--- src/rtl/branch_resolve_if.sv ---
// Branch-resolution bus: decode-stage prediction and pipeline control in, memory-stage
// predictor update, redirect and statistics out.
interface branch_resolve_if #(
  parameter int ADDR_W = 32,
  parameter int CNT_W  = 32
);
  // No valid/ready here: branchD qualifies pred_takeD/pcD/targetD/fallD in the cycle it is
  // high; branchM qualifies actual_takeM/pcM; mispredM qualifies redirect_pcM.
  logic              stallE;
  logic              stallM;
  logic              flushE;
  logic              flushM;
  logic              branchD;
  logic              pred_takeD;
  logic [ADDR_W-1:0] pcD;
  logic [ADDR_W-1:0] targetD;
  logic [ADDR_W-1:0] fallD;
  logic              actual_takeE;
  logic              branchM;
  logic              actual_takeM;
  logic [ADDR_W-1:0] pcM;
  logic              mispredM;
  logic [ADDR_W-1:0] redirect_pcM;
  logic [CNT_W-1:0]  branch_cnt;
  logic [CNT_W-1:0]  mispred_cnt;

  modport master (
    output stallE, stallM, flushE, flushM, branchD, pred_takeD, pcD, targetD, fallD,
           actual_takeE,
    input  branchM, actual_takeM, pcM, mispredM, redirect_pcM, branch_cnt, mispred_cnt
  );

  modport slave (
    input  stallE, stallM, flushE, flushM, branchD, pred_takeD, pcD, targetD, fallD,
           actual_takeE,
    output branchM, actual_takeM, pcM, mispredM, redirect_pcM, branch_cnt, mispred_cnt
  );
endinterface

--- src/rtl/branch_resolve.sv ---
// Carries decode-stage branch predictions through E and M, compares against the resolved
// outcome in M, and raises a one-shot redirect. Define BRANCH_STATS_EN for retire counters.
module branch_resolve #(
  parameter int ADDR_W = 32,
  parameter int CNT_W  = 32
) (
  input  logic            clk,
  input  logic            rst,
  branch_resolve_if.slave bus
);

  logic              r_validE;
  logic              r_predE;
  logic [ADDR_W-1:0] r_pcE;
  logic [ADDR_W-1:0] r_targetE;
  logic [ADDR_W-1:0] r_fallE;

  logic              r_validM;
  logic              r_predM;
  logic              r_takeM;
  logic              r_fired;
  logic [ADDR_W-1:0] r_pcM;
  logic [ADDR_W-1:0] r_targetM;
  logic [ADDR_W-1:0] r_fallM;

  logic w_wrong;
  logic w_mispred;
  logic w_retire;

  assign w_wrong   = r_predM ^ r_takeM;
  assign w_mispred = r_validM & w_wrong & ~r_fired;
  assign w_retire  = r_validM & ~bus.flushM & ~bus.stallM;

  // A mispredict in M means the E entry was fetched down the wrong path.
  always_ff @(posedge clk or negedge rst) begin
    if (!rst) begin
      r_validE  <= 1'b0;
      r_predE   <= 1'b0;
      r_pcE     <= '0;
      r_targetE <= '0;
      r_fallE   <= '0;
    end else if (bus.flushE || w_mispred) begin
      r_validE <= 1'b0;
    end else if (!bus.stallE) begin
      r_validE  <= bus.branchD;
      r_predE   <= bus.pred_takeD;
      r_pcE     <= bus.pcD;
      r_targetE <= bus.targetD;
      r_fallE   <= bus.fallD;
    end
  end

  always_ff @(posedge clk or negedge rst) begin
    if (!rst) begin
      r_validM  <= 1'b0;
      r_predM   <= 1'b0;
      r_takeM   <= 1'b0;
      r_fired   <= 1'b0;
      r_pcM     <= '0;
      r_targetM <= '0;
      r_fallM   <= '0;
    end else if (bus.flushM) begin
      r_validM <= 1'b0;
      r_fired  <= 1'b0;
    end else if (bus.stallM) begin
      if (w_mispred) r_fired <= 1'b1;
    end else begin
      r_fired <= 1'b0;
      if (bus.stallE) begin
        r_validM <= 1'b0;
      end else begin
        // The entry leaving E on a mispredict edge is the one being killed.
        r_validM  <= r_validE & ~w_mispred;
        r_predM   <= r_predE;
        r_takeM   <= bus.actual_takeE;
        r_pcM     <= r_pcE;
        r_targetM <= r_targetE;
        r_fallM   <= r_fallE;
      end
    end
  end

`ifdef BRANCH_STATS_EN
  logic [CNT_W-1:0] r_branch_cnt;
  logic [CNT_W-1:0] r_mispred_cnt;

  // Saturating counters: hold at all-ones instead of wrapping.
  always_ff @(posedge clk or negedge rst) begin
    if (!rst) begin
      r_branch_cnt  <= '0;
      r_mispred_cnt <= '0;
    end else if (w_retire) begin
      if (r_branch_cnt != '1) r_branch_cnt <= r_branch_cnt + CNT_W'(1);
      if (w_wrong && (r_mispred_cnt != '1)) r_mispred_cnt <= r_mispred_cnt + CNT_W'(1);
    end
  end

  assign bus.branch_cnt  = r_branch_cnt;
  assign bus.mispred_cnt = r_mispred_cnt;
`else
  logic w_unused_retire;
  assign w_unused_retire = w_retire;
  assign bus.branch_cnt  = {CNT_W{1'b0}};
  assign bus.mispred_cnt = {CNT_W{1'b0}};
`endif

  assign bus.branchM      = r_validM;
  assign bus.actual_takeM = r_takeM;
  assign bus.pcM          = r_pcM;
  assign bus.mispredM     = w_mispred;
  assign bus.redirect_pcM = r_takeM ? r_targetM : r_fallM;

endmodule
--- src/flat_wrapper.sv ---
// flat-port wrapper written by rule: the top's interface ports become plain ports
module branch_resolve_flat 
#(
  parameter int ADDR_W = 32,
  parameter int CNT_W  = 32
)
  (clk, rst, bus_stallE, bus_stallM, bus_flushE, bus_flushM, bus_branchD, bus_pred_takeD, bus_pcD, bus_targetD, bus_fallD, bus_actual_takeE, bus_branchM, bus_actual_takeM, bus_pcM, bus_mispredM, bus_redirect_pcM, bus_branch_cnt, bus_mispred_cnt);
  branch_resolve_if #(.ADDR_W(ADDR_W), .CNT_W(CNT_W)) bus_i ();
  input  logic clk;
  input  logic rst;
  input wire logic [$bits(bus_i.stallE)-1:0] bus_stallE;
  input wire logic [$bits(bus_i.stallM)-1:0] bus_stallM;
  input wire logic [$bits(bus_i.flushE)-1:0] bus_flushE;
  input wire logic [$bits(bus_i.flushM)-1:0] bus_flushM;
  input wire logic [$bits(bus_i.branchD)-1:0] bus_branchD;
  input wire logic [$bits(bus_i.pred_takeD)-1:0] bus_pred_takeD;
  input wire logic [$bits(bus_i.pcD)-1:0] bus_pcD;
  input wire logic [$bits(bus_i.targetD)-1:0] bus_targetD;
  input wire logic [$bits(bus_i.fallD)-1:0] bus_fallD;
  input wire logic [$bits(bus_i.actual_takeE)-1:0] bus_actual_takeE;
  output wire logic [$bits(bus_i.branchM)-1:0] bus_branchM;
  output wire logic [$bits(bus_i.actual_takeM)-1:0] bus_actual_takeM;
  output wire logic [$bits(bus_i.pcM)-1:0] bus_pcM;
  output wire logic [$bits(bus_i.mispredM)-1:0] bus_mispredM;
  output wire logic [$bits(bus_i.redirect_pcM)-1:0] bus_redirect_pcM;
  output wire logic [$bits(bus_i.branch_cnt)-1:0] bus_branch_cnt;
  output wire logic [$bits(bus_i.mispred_cnt)-1:0] bus_mispred_cnt;
  assign bus_i.stallE = bus_stallE;
  assign bus_i.stallM = bus_stallM;
  assign bus_i.flushE = bus_flushE;
  assign bus_i.flushM = bus_flushM;
  assign bus_i.branchD = bus_branchD;
  assign bus_i.pred_takeD = bus_pred_takeD;
  assign bus_i.pcD = bus_pcD;
  assign bus_i.targetD = bus_targetD;
  assign bus_i.fallD = bus_fallD;
  assign bus_i.actual_takeE = bus_actual_takeE;
  assign bus_branchM = bus_i.branchM;
  assign bus_actual_takeM = bus_i.actual_takeM;
  assign bus_pcM = bus_i.pcM;
  assign bus_mispredM = bus_i.mispredM;
  assign bus_redirect_pcM = bus_i.redirect_pcM;
  assign bus_branch_cnt = bus_i.branch_cnt;
  assign bus_mispred_cnt = bus_i.mispred_cnt;
  branch_resolve #(.ADDR_W(ADDR_W), .CNT_W(CNT_W)) u_core (.clk(clk), .rst(rst), .bus(bus_i));
endmodule
--- config.mk ---
export PLATFORM = sky130hd
export DESIGN_NAME = branch_resolve_flat
export DESIGN_NICKNAME = d
export VERILOG_FILES = /design/src/rtl/branch_resolve_if.sv /design/src/rtl/branch_resolve.sv /design/src/flat_wrapper.sv
export SDC_FILE = /design/constraint.sdc
export NUM_CORES = 1
export LEC_CHECK = 0
export ABC_AREA = 1
export CAP_MARGIN = 10
export CORE_MARGIN = 1
export CORE_UTILIZATION = 45
export DETAILED_ROUTE_END_ITERATION = 7
export PLACE_DENSITY_LB_ADDON = 0.2
export SYNTH_ARGS = -nofsm -noshare
export SYNTH_HDL_FRONTEND = slang
export SYNTH_SLANG_ARGS = --single-unit
--- constraint.sdc ---
create_clock -name clk -period 1.7 [get_ports clk]
set_input_delay 0.255 -clock clk [delete_from_list [all_inputs] [get_ports clk]]
set_output_delay 0.255 -clock clk [all_outputs]
set_load 0.01 [all_outputs]
==> flow_metrics.env, run 1 <==
export IMPL_dieArea_um2=20000
export IMPL_cts_num_sinks=198
export IMPL_cellPowerDensity_nw_per_um2=1090
export IMPL_endpoint="bus_redirect_pcM[20]"
export IMPL_drive_above_1_share=0.169
export IMPL_io_pins=236
export IMPL_leakage_nw=6.25
export IMPL_whs_ns=0.298
export IMPL_max_cap_violations=0
export IMPL_grt_setup_unrepaired="true"
export IMPL_h_tree_depth=4
export IMPL_start_util=0.462
export IMPL_fin_worst_skew_ns=0.0133
export IMPL_crit_path_end_kind="output pin"
export IMPL_finalWorstSetupSlack_ns=-0.0556
export IMPL_core_area_um2=18900
export IMPL_status="finished with violations"
export IMPL_port_buffers=171
export IMPL_yosys_top_cells_area="dfrtp_1 (57%), nand2_1 (25%), nand4_1 (6.9%), buf_4 (6.8%), buf_2 (1.3%)"
export IMPL_path_max_fanout=4
export IMPL_cp_common_cell="buf_6"
export IMPL_cp_data_required_time_ns=1.44
export IMPL_ir_drop_v=0.000665
export IMPL_min_period_over_period=1.03
export IMPL_first_global_vias=6862
export IMPL_yosysTopAreaCellShare=0.567
export IMPL_hold_violations=0
export IMPL_cpMaxStageDelayCell="dfrtp_2"
export IMPL_clk_path_buf_depth=2
export IMPL_arrival_ns=1.50
export IMPL_cpPeakStageDelay_ns=0.43
export IMPL_postRouteAntennaNets=0
export IMPL_clk_pin_slew_ns=0.08
export IMPL_async_flop_share=1.00
export IMPL_r2r_end="u_core.r_targetE[22]"
export IMPL_routedWlPerCell_um=15.3
export IMPL_grt_usage=0.230
export IMPL_utilization=0.631
export IMPL_yosysWarnings=0
export IMPL_seq_area_frac_synth=0.567
export IMPL_rows=50
export IMPL_multi_input_area_um2=3410
export IMPL_fillers=1652
export IMPL_clk_latency_ns=0.44
export IMPL_grt_overflow=0
export IMPL_period_minus_slack_ns=1.76
export IMPL_drc=0
export IMPL_cts_buffers=17
export IMPL_grt_antenna_before_repair=0
export IMPL_register_area_um2=4960
export IMPL_worstSetupStartpoint="u_core.bus.actual_takeM"
export IMPL_cp_start_kind="flop"
export IMPL_syn_area_per_cell_um2=8.49
export IMPL_yosysUniqueCellTypes=19
export IMPL_fmax_mhz=570
export IMPL_area_delta_synth_final_pct=36.5
export IMPL_violations="setup timing"
export IMPL_drv_slew=0
export IMPL_cts_tree="yes"
export IMPL_synth_commonest_cells="nand2_1 (576), dfrtp_1 (198), nand4_1 (97)"
export IMPL_dp_hpwl_mm=14.1
export IMPL_fin_tns_setup_ns=-0.490
export IMPL_placed_cells=1429
export IMPL_grt_pass1_wl_mm=35.5
export IMPL_grt_max_degree=49
export IMPL_critical_path_class="flop to output pin"
export IMPL_cts_root_buffer="clkbuf_16"
export IMPL_synth_edf_count=0
export IMPL_yosys_area_top_type="dfrtp_1"
export IMPL_fp_dieH_um=141
export IMPL_ys_seq_elements=198
export IMPL_path_cells="buf_12, buf_6, buf_6, nand2_2, nand2_2, buf_6"
export IMPL_die_w_um=141
export IMPL_netlist_instances=1029
export IMPL_finalPower_w=0.0130
export IMPL_syn_area_um2=8740
export IMPL_r2r_cells=10
export IMPL_finalSetupViolations=20
export IMPL_num_vias=7212
export IMPL_final_cells=1487
export IMPL_avgViaCountPerCell=4.85
export IMPL_totalWireLength_mm=22.7
export IMPL_gp_congestion=0.798
export IMPL_synth_most_common_cell="nand2_1"
export IMPL_drtIter0Drc=480
export IMPL_synth_top_flop_cell="dfrtp_1"
export IMPL_dr_pass1_iters=4
export IMPL_n_antenna_cell=0
export IMPL_hold_class="input pin to async pin"
export IMPL_rrSetupSlack_ns=0.07
export IMPL_nets=1319
export IMPL_r2r_start="u_core.bus.actual_takeM"
==> through the flow <==
step / instance area, um^2 / setup WS, ns
5_1_grt: 11900 / -0.115
3_3_place_gp: 10700 / -0.0773
2_1_floorplan: 8970 / 0.291
3_5_place_dp: 10700 / -0.0788
6_report: 11900 / -0.0556
4_1_cts: 11400 / -0.0860
==> worst min path at each step <==
stage,to,cells past startpoint,startpoint,slack (ns)
finish,u_core.bus.pcM[21],2,rst,0.30
global route,u_core.bus.pcM[21],2,rst,0.33
CTS,u_core.bus.pcM[19],2,rst,0.32
detailed placement,u_core.bus.pcM[19],1,rst,0.23
global placement,u_core.bus.pcM[21],1,rst,0.24
floorplan,u_core.bus.actual_takeM,0,rst,-0.04
==> layout make-up <==
type | instances | area share
multi-input cells | 751 | 0.286
clock buffers | 18 | 0.0368
well taps | 260 | 0.0273
clock inverters | 14 | 0.0124
repair buffers | 236 | 0.216
flip-flops and latches | 198 | 0.415
inverters | 10 | 0.00566
==> worst max-delay path, delay by kind of cell, from the launching register on <==
| kind | cells | cell delay, ns |
|---|---|---|
| DFF | 1 | 0.43 |
| and+or+nand+nor | 2 | 0.11 |
| buffers and inverters | 4 | 0.52 |
==> layout by cell type, fill, tap and decap left out, drive strengths merged <==
cell type      count
a21oi              1
buf               93
clkbuf            24
clkdlybuf4s50    135
clkinv             6
conb              64
dfrtp            198
dlygate4sd2        1
dlygate4sd3        1
inv               18
mux2i              1
nand2            576
nand3              3
nand4             98
nor3               2
o21ai              6
==> routing by layer <==
metal / routed length [um] / up-vias / global-route usage
met1: 10200 / 3455 / 0.318
met5: 0 / - / 0
met3: 1270 / 23 / 0.0466
met2: 10900 / 211 / 0.365
met4: 320 / 0 / 0.0686
li1: - / 3523 / -
==> where the power goes <==
| group | internal (W) | switching (W) | leakage [nW] |
|---|---|---|---|
| Clock | 0.00202 | 0.00200 | 0.291 |
| Sequential | 0.00545 | 0.000492 | 2.50 |
| Combinational | 0.00154 | 0.00153 | 3.46 |
==> registers in the layout (all words and copies together), names as in the netlist <==
name and flops:
u_core.r_predM 1, u_core.r_targetM 32, u_core.bus.branchM 1, u_core.bus.pcM 32, u_core.r_fallM 32, u_core.r_targetE 32
u_core.r_validE 1, u_core.bus.actual_takeM 1, u_core.r_pcE 32, u_core.r_predE 1, u_core.r_fallE 32, u_core.r_fired 1
==> what timing repair did <==
| item | in CTS | in global routing |
|---|---|---|
| gates resized for setup | 188 | 85 |
| endpoints found under the hold margin | 43 | 0 |
| endpoints found under the setup margin | 96 | 119 |
| pin swaps | 19 | 26 |
| hold buffers | 1 | 0 |
| buffers inserted | 8 | 10 |
| cloned | 3 | 6 |
==> cell families after synthesis <==
logic type / count (synthesis) / synth area share
buffers and inverters: 143 / 0.103
AOI/OAI and AO/OA: 7 / 0.00401
muxes: 1 / 0.00115
DFF: 198 / 0.567
and+or+nand+nor: 679 / 0.325
other: 1 / 0.000429
Power figures use the tool's default switching activity.
==> inputs of run 2 (changes only) <==
--- a/config.mk
+++ b/config.mk
@@ -6,7 +6,7 @@
 export NUM_CORES = 1
 export LEC_CHECK = 0
 export ABC_AREA = 1
-export CAP_MARGIN = 10
+export CAP_MARGIN = 5
 export CORE_MARGIN = 1
 export CORE_UTILIZATION = 45
 export DETAILED_ROUTE_END_ITERATION = 7
==> constraint.sdc (replaced) <==
create_clock -name clk -period 1.9 [get_ports clk]
set_input_delay 0.285 -clock clk [delete_from_list [all_inputs] [get_ports clk]]
set_output_delay 0.285 -clock clk [all_outputs]
set_load 0.01 [all_outputs]
==> flow_metrics.env, run 2 (same netlist as run 1, synthesis figures left out) <==
export IMPL_drv_slew=0
export IMPL_n_antenna_cell=0
export IMPL_max_cap_violations=0
export IMPL_multi_input_area_um2=3130
export IMPL_critical_path_class="flop to output pin"
export IMPL_status="finished with violations"
export IMPL_placed_cells=1421
export IMPL_area_delta_synth_final_pct=28.1
export IMPL_worstSetupStartpoint="u_core.bus.actual_takeM"
export IMPL_totalWireLength_mm=21.4
export IMPL_cts_buffers=17
export IMPL_grt_overflow=0
export IMPL_r2r_end="u_core.r_targetE[11]"
export IMPL_fillers=1722
export IMPL_clk_pin_slew_ns=0.07
export IMPL_met3_usage=0.0506
export IMPL_cts_tree="yes"
export IMPL_rows=50
export IMPL_fin_tns_setup_ns=-1.65
export IMPL_dr_pass1_iters=5
export IMPL_r2r_cells=6
export IMPL_finalSetupViolations=11
export IMPL_drive_above_1_share=0.0612
export IMPL_fin_worst_skew_ns=0.00887
export IMPL_dp_hpwl_mm=13.9
export IMPL_dieArea_um2=20000
export IMPL_cp_start_kind="flop"
export IMPL_clk_latency_ns=0.43
export IMPL_min_period_over_period=1.10
export IMPL_cellPowerDensity_nw_per_um2=1010
export IMPL_drc=0
export IMPL_hold_violations=0
export IMPL_top_usage_layer="met2"
export IMPL_worst_slew_pin_transition_ns=0.597
export IMPL_grt_max_degree=61
export IMPL_grt_pass1_wl_mm=35.1
export IMPL_nets=1286
export IMPL_grt_antenna_before_repair=1
export IMPL_slew_headroom=0.602
export IMPL_grt_setup_unrepaired="true"
export IMPL_port_buffers=171
export IMPL_finalPower_w=0.0114
export IMPL_num_vias=7001
export IMPL_crit_path_end_kind="output pin"
export IMPL_leakage_nw=5.90
export IMPL_io_pins=236
export IMPL_grt_use_met1=0.318
export IMPL_routedWlPerCell_um=14.7
export IMPL_first_global_vias=6726
export IMPL_cts_num_sinks=198
export IMPL_postRouteAntennaNets=0
export IMPL_clk_path_buf_depth=2
export IMPL_grt_usage=0.227
export IMPL_hold_class="input pin to async pin"
export IMPL_die_w_um=141
export IMPL_ir_drop_v=0.000632
export IMPL_fmax_mhz=478
export IMPL_cp_data_required_time_ns=1.62
export IMPL_core_area_um2=18900
export IMPL_register_area_um2=4960
export IMPL_cts_root_buffer="clkbuf_16"
export IMPL_h_tree_depth=4
export IMPL_final_cells=1453
export IMPL_layout_commonest_cell="nand2_1"
export IMPL_arrival_ns=1.81
export IMPL_whs_ns=0.394
export IMPL_path_max_fanout=13
export IMPL_fp_dieH_um=141
export IMPL_layout_common_cells="nand2_1 (576), dfrtp_1 (197), clkdlybuf4s50_1 (147)"
export IMPL_period_minus_slack_ns=2.09
export IMPL_avgViaCountPerCell=4.82
export IMPL_r2r_start="u_core.bus.actual_takeM"
export IMPL_drtIter0Drc=433
export IMPL_violations="setup timing"
export IMPL_finalWorstSetupSlack_ns=-0.193
export IMPL_use_met2=0.361
export IMPL_gp_congestion=0.781
export IMPL_start_util=0.462
export IMPL_rrSetupSlack_ns=0.24
-- run 2: cell count changes in the layout (fill, tap and decap cells not counted), moves of 4 or more --
cell	before	now
nand2_1	512	576
nand2_2	44	0
buf_6	28	1
nand2_4	20	0
buf_2	15	0
dlygate4sd2_1	1	16
clkdlybuf4s50_1	135	147
buf_4	26	17
buf_12	18	12
inv_6	8	2
clkbuf_16	22	17
clkdlybuf4s15_1	0	5
bufinv_16	0	4
inv_8	4	0
-- run 2: critical path, stage by stage, from the launching register on --
cell             delay [ns]
dfrtp_2                0.45
inv_4                  0.10
buf_8                  0.16
nand2_1                0.06
nand2_1                0.08
clkdlybuf4s50_1        0.53
-- run 2: where the power goes --
group | internal (W) | switching, W | total (W) | leakage, nW
clock | 0.00228 | 0.00158 | 0.00385 | 0.303
combinational | 0.00106 | 0.00117 | 0.00223 | 3.10
sequential | 0.00488 | 0.000388 | 0.00527 | 2.50
-- run 2: how the worst max path moves through the flow --
stage                           endpoint
CTS                 bus_redirect_pcM[25]
detailed placement  bus_redirect_pcM[21]
finish              bus_redirect_pcM[25]
global route        bus_redirect_pcM[25]
global placement    bus_redirect_pcM[21]
floorplan                   bus_mispredM
-- run 2: final cells by class --
class / count / area share
Timing Repair Buffer: 203 / 0.188
Inverter: 10 / 0.00391
Clock buffer: 20 / 0.0408
Multi-Input combinational cell: 751 / 0.280
Tap cell: 260 / 0.0291
Clock inverter: 11 / 0.0153
Sequential cell: 198 / 0.443
-- run 2: stage by stage --
| stage | worst slack (ns) | cell area, um^2 | util |
|---|---|---|---|
| 6_report | -0.193 | 11200 | 0.592 |
| 5_1_grt | -0.276 | 11200 | 0.592 |
| 3_3_place_gp | 0.0178 | 10600 | 0.558 |
| 2_1_floorplan | 0.461 | 8970 | - |
| 4_1_cts | -0.218 | 11200 | 0.592 |
| 3_5_place_dp | 0.0419 | 10600 | 0.558 |
-- run 2: layer usage --
metal | vias to the layer above | wire [um]
met5 | - | 0
met4 | 0 | 129
met3 | 12 | 1250
met2 | 221 | 10200
met1 | 3344 | 9790
li1 | 3424 | -
-- run 2: repair_timing --
| item | 4_1_cts | 5_1_grt |
|---|---|---|
| hold buffers | 1 | 0 |
| endpoints found under the hold margin | 51 | 0 |
| pin swaps | 0 | 0 |
| buffers inserted | 0 | 0 |
| resized for setup | 28 | 7 |
| endpoints found under the setup margin | 34 | 22 |
==> inputs of run 3 (changes only) <==
--- a/config.mk
+++ b/config.mk
@@ -7,8 +7,10 @@
 export LEC_CHECK = 0
 export ABC_AREA = 1
 export CAP_MARGIN = 5
+export CELL_PAD_IN_SITES_DETAIL_PLACEMENT = 1
+export CELL_PAD_IN_SITES_GLOBAL_PLACEMENT = 2
 export CORE_MARGIN = 1
-export CORE_UTILIZATION = 45
+export CORE_UTILIZATION = 28
 export DETAILED_ROUTE_END_ITERATION = 7
 export PLACE_DENSITY_LB_ADDON = 0.2
 export SYNTH_ARGS = -nofsm -noshare
==> flow_metrics.env, run 3 (same netlist as run 1, synthesis figures left out) <==
export IMPL_status="finished clean"
export IMPL_critical_path_class="flop to output pin"
export IMPL_postRouteAntennaNets=0
export IMPL_path_max_fanout=14
export IMPL_gp_congestion=0.693
export IMPL_cellPowerDensity_nw_per_um2=983
export IMPL_drv_slew=0
export IMPL_layout_common_cells="nand2_1 (567), dfrtp_1 (197), clkdlybuf4s50_1 (136)"
export IMPL_worstSetupStartpoint="u_core.bus.actual_takeM"
export IMPL_cp_data_required_time_ns=1.62
export IMPL_grt_overflow=0
export IMPL_grt_pass1_wl_mm=42.0
export IMPL_avgViaCountPerCell=4.48
export IMPL_drc=0
export IMPL_clk_path_buf_depth=2
export IMPL_dp_hpwl_mm=16.2
export IMPL_grt_setup_unrepaired="true"
export IMPL_clk_pin_slew_ns=0.08
export IMPL_r2r_cells=7
export IMPL_rows=64
export IMPL_hold_class="input pin to async pin"
export IMPL_r2r_start="u_core.bus.actual_takeM"
export IMPL_max_cap_violations=0
export IMPL_cts_num_sinks=198
export IMPL_finalSetupViolations=0
export IMPL_leakage_nw=5.90
export IMPL_num_vias=7137
export IMPL_drtIter0Drc=393
export IMPL_port_buffers=171
export IMPL_area_delta_synth_final_pct=30.6
export IMPL_dieArea_um2=31900
export IMPL_start_util=0.285
export IMPL_r2r_end="u_core.r_fallE[26]"
export IMPL_core_area_um2=30700
export IMPL_fp_dieH_um=179
export IMPL_cts_tree="yes"
export IMPL_clk_latency_ns=0.44
export IMPL_io_pins=236
export IMPL_totalWireLength_mm=26.5
export IMPL_fmax_mhz=550
export IMPL_fin_tns_setup_ns=0
export IMPL_die_w_um=179
export IMPL_nets=1289
export IMPL_first_global_vias=7319
export IMPL_layout_commonest_cell="nand2_1"
export IMPL_cts_root_buffer="clkbuf_16"
export IMPL_rrSetupSlack_ns=0.25
export IMPL_hold_violations=0
export IMPL_utilization=0.372
export IMPL_drive_above_1_share=0.0936
export IMPL_grt_antenna_before_repair=1
export IMPL_fillers=3626
export IMPL_routedWlPerCell_um=16.6
export IMPL_min_period_over_period=0.958
export IMPL_ir_drop_v=0.000514
export IMPL_h_tree_depth=4
export IMPL_dr_pass1_iters=4
export IMPL_period_minus_slack_ns=1.82
export IMPL_grt_usage=0.172
export IMPL_cp_start_kind="flop"
export IMPL_cts_buffers=17
export IMPL_arrival_ns=1.53
export IMPL_fin_worst_skew_ns=0.0119
export IMPL_grt_max_degree=64
export IMPL_crit_path_end_kind="output pin"
run 3: cell types whose count changed in the layout (fill, tap and decap cells not counted), moves of 5 or more:
cell             delta
inv_6               +5
nand2_1             -9
nand2_2             +9
clkdlybuf4s50_1    -11
buf_4               -8
clkbuf_2            +8
buf_2              +14
buf_12              +8
dlygate4sd2_1      -15
run 3: timing repair:
action                                 4_1_cts  5_1_grt
cloned                                       2        0
endpoints found under the hold margin       42        0
gates resized for setup                    111       25
pin swaps                                    1        0
buffers inserted                             5        1
hold buffers                                 1        0
setup endpoints to repair                   34       22
run 3: stage by stage:
step	total power [W]	instances	worst slack, ns	hold WS [ns]	cell area (um^2)
floorplan	0.00644	1092	0.461	-0.0106	8970
global placement	0.00772	1552	0.0954	0.218	10800
detailed placement	0.00776	1552	0.0848	0.221	10800
CTS	0.0114	1592	-0.0454	0.331	11400
global route	0.0119	1593	-0.0250	0.353	11400
finish	0.0112	1594	0.0803	0.330	11400
run 3: routing by layer:
metal  part of all wire  global-route usage
met5                  0                   0
met4              0.012              0.0466
met3              0.046              0.0384
met2               0.45               0.263
met1               0.49               0.245
run 3: worst max-delay path by stage:
| stage | to | cells after the start |
|---|---|---|
| CTS | bus_redirect_pcM[8] | 5 |
| floorplan | bus_mispredM | 6 |
| finish | bus_redirect_pcM[6] | 5 |
| global route | bus_mispredM | 5 |
| global placement | bus_redirect_pcM[0] | 5 |
| detailed placement | u_core.r_targetM[25] | 6 |
run 3: power breakdown:
part / total [W] / switching [W] / internal, W
Clock: 0.00358 / 0.00183 / 0.00175
Sequential: 0.00526 / 0.000383 / 0.00488
Combinational: 0.00238 / 0.00127 / 0.00111
Total: 0.0112 / 0.00348 / 0.00774
run 3: cell type report:
cell class / count / area, um^2 / area share
clock inverter: 13 / 135 / 0.0118
clock buffer: 19 / 433 / 0.0379
inverter: 10 / 48.8 / 0.00427
tap: 396 / 495 / 0.0434
timing repair buffer: 206 / 2180 / 0.191
sequential: 198 / 4960 / 0.434
multi-input combinational: 751 / 3170 / 0.277
antenna: 1 / 2.50 / 0.000219
run 3: critical path, cell delays in order, from the launching register on:
cell,delay (ns)
dfrtp_2,0.46
buf_6,0.15
buf_12,0.14
nand2_1,0.06
nand2_1,0.07
clkdlybuf4s15_1,0.23
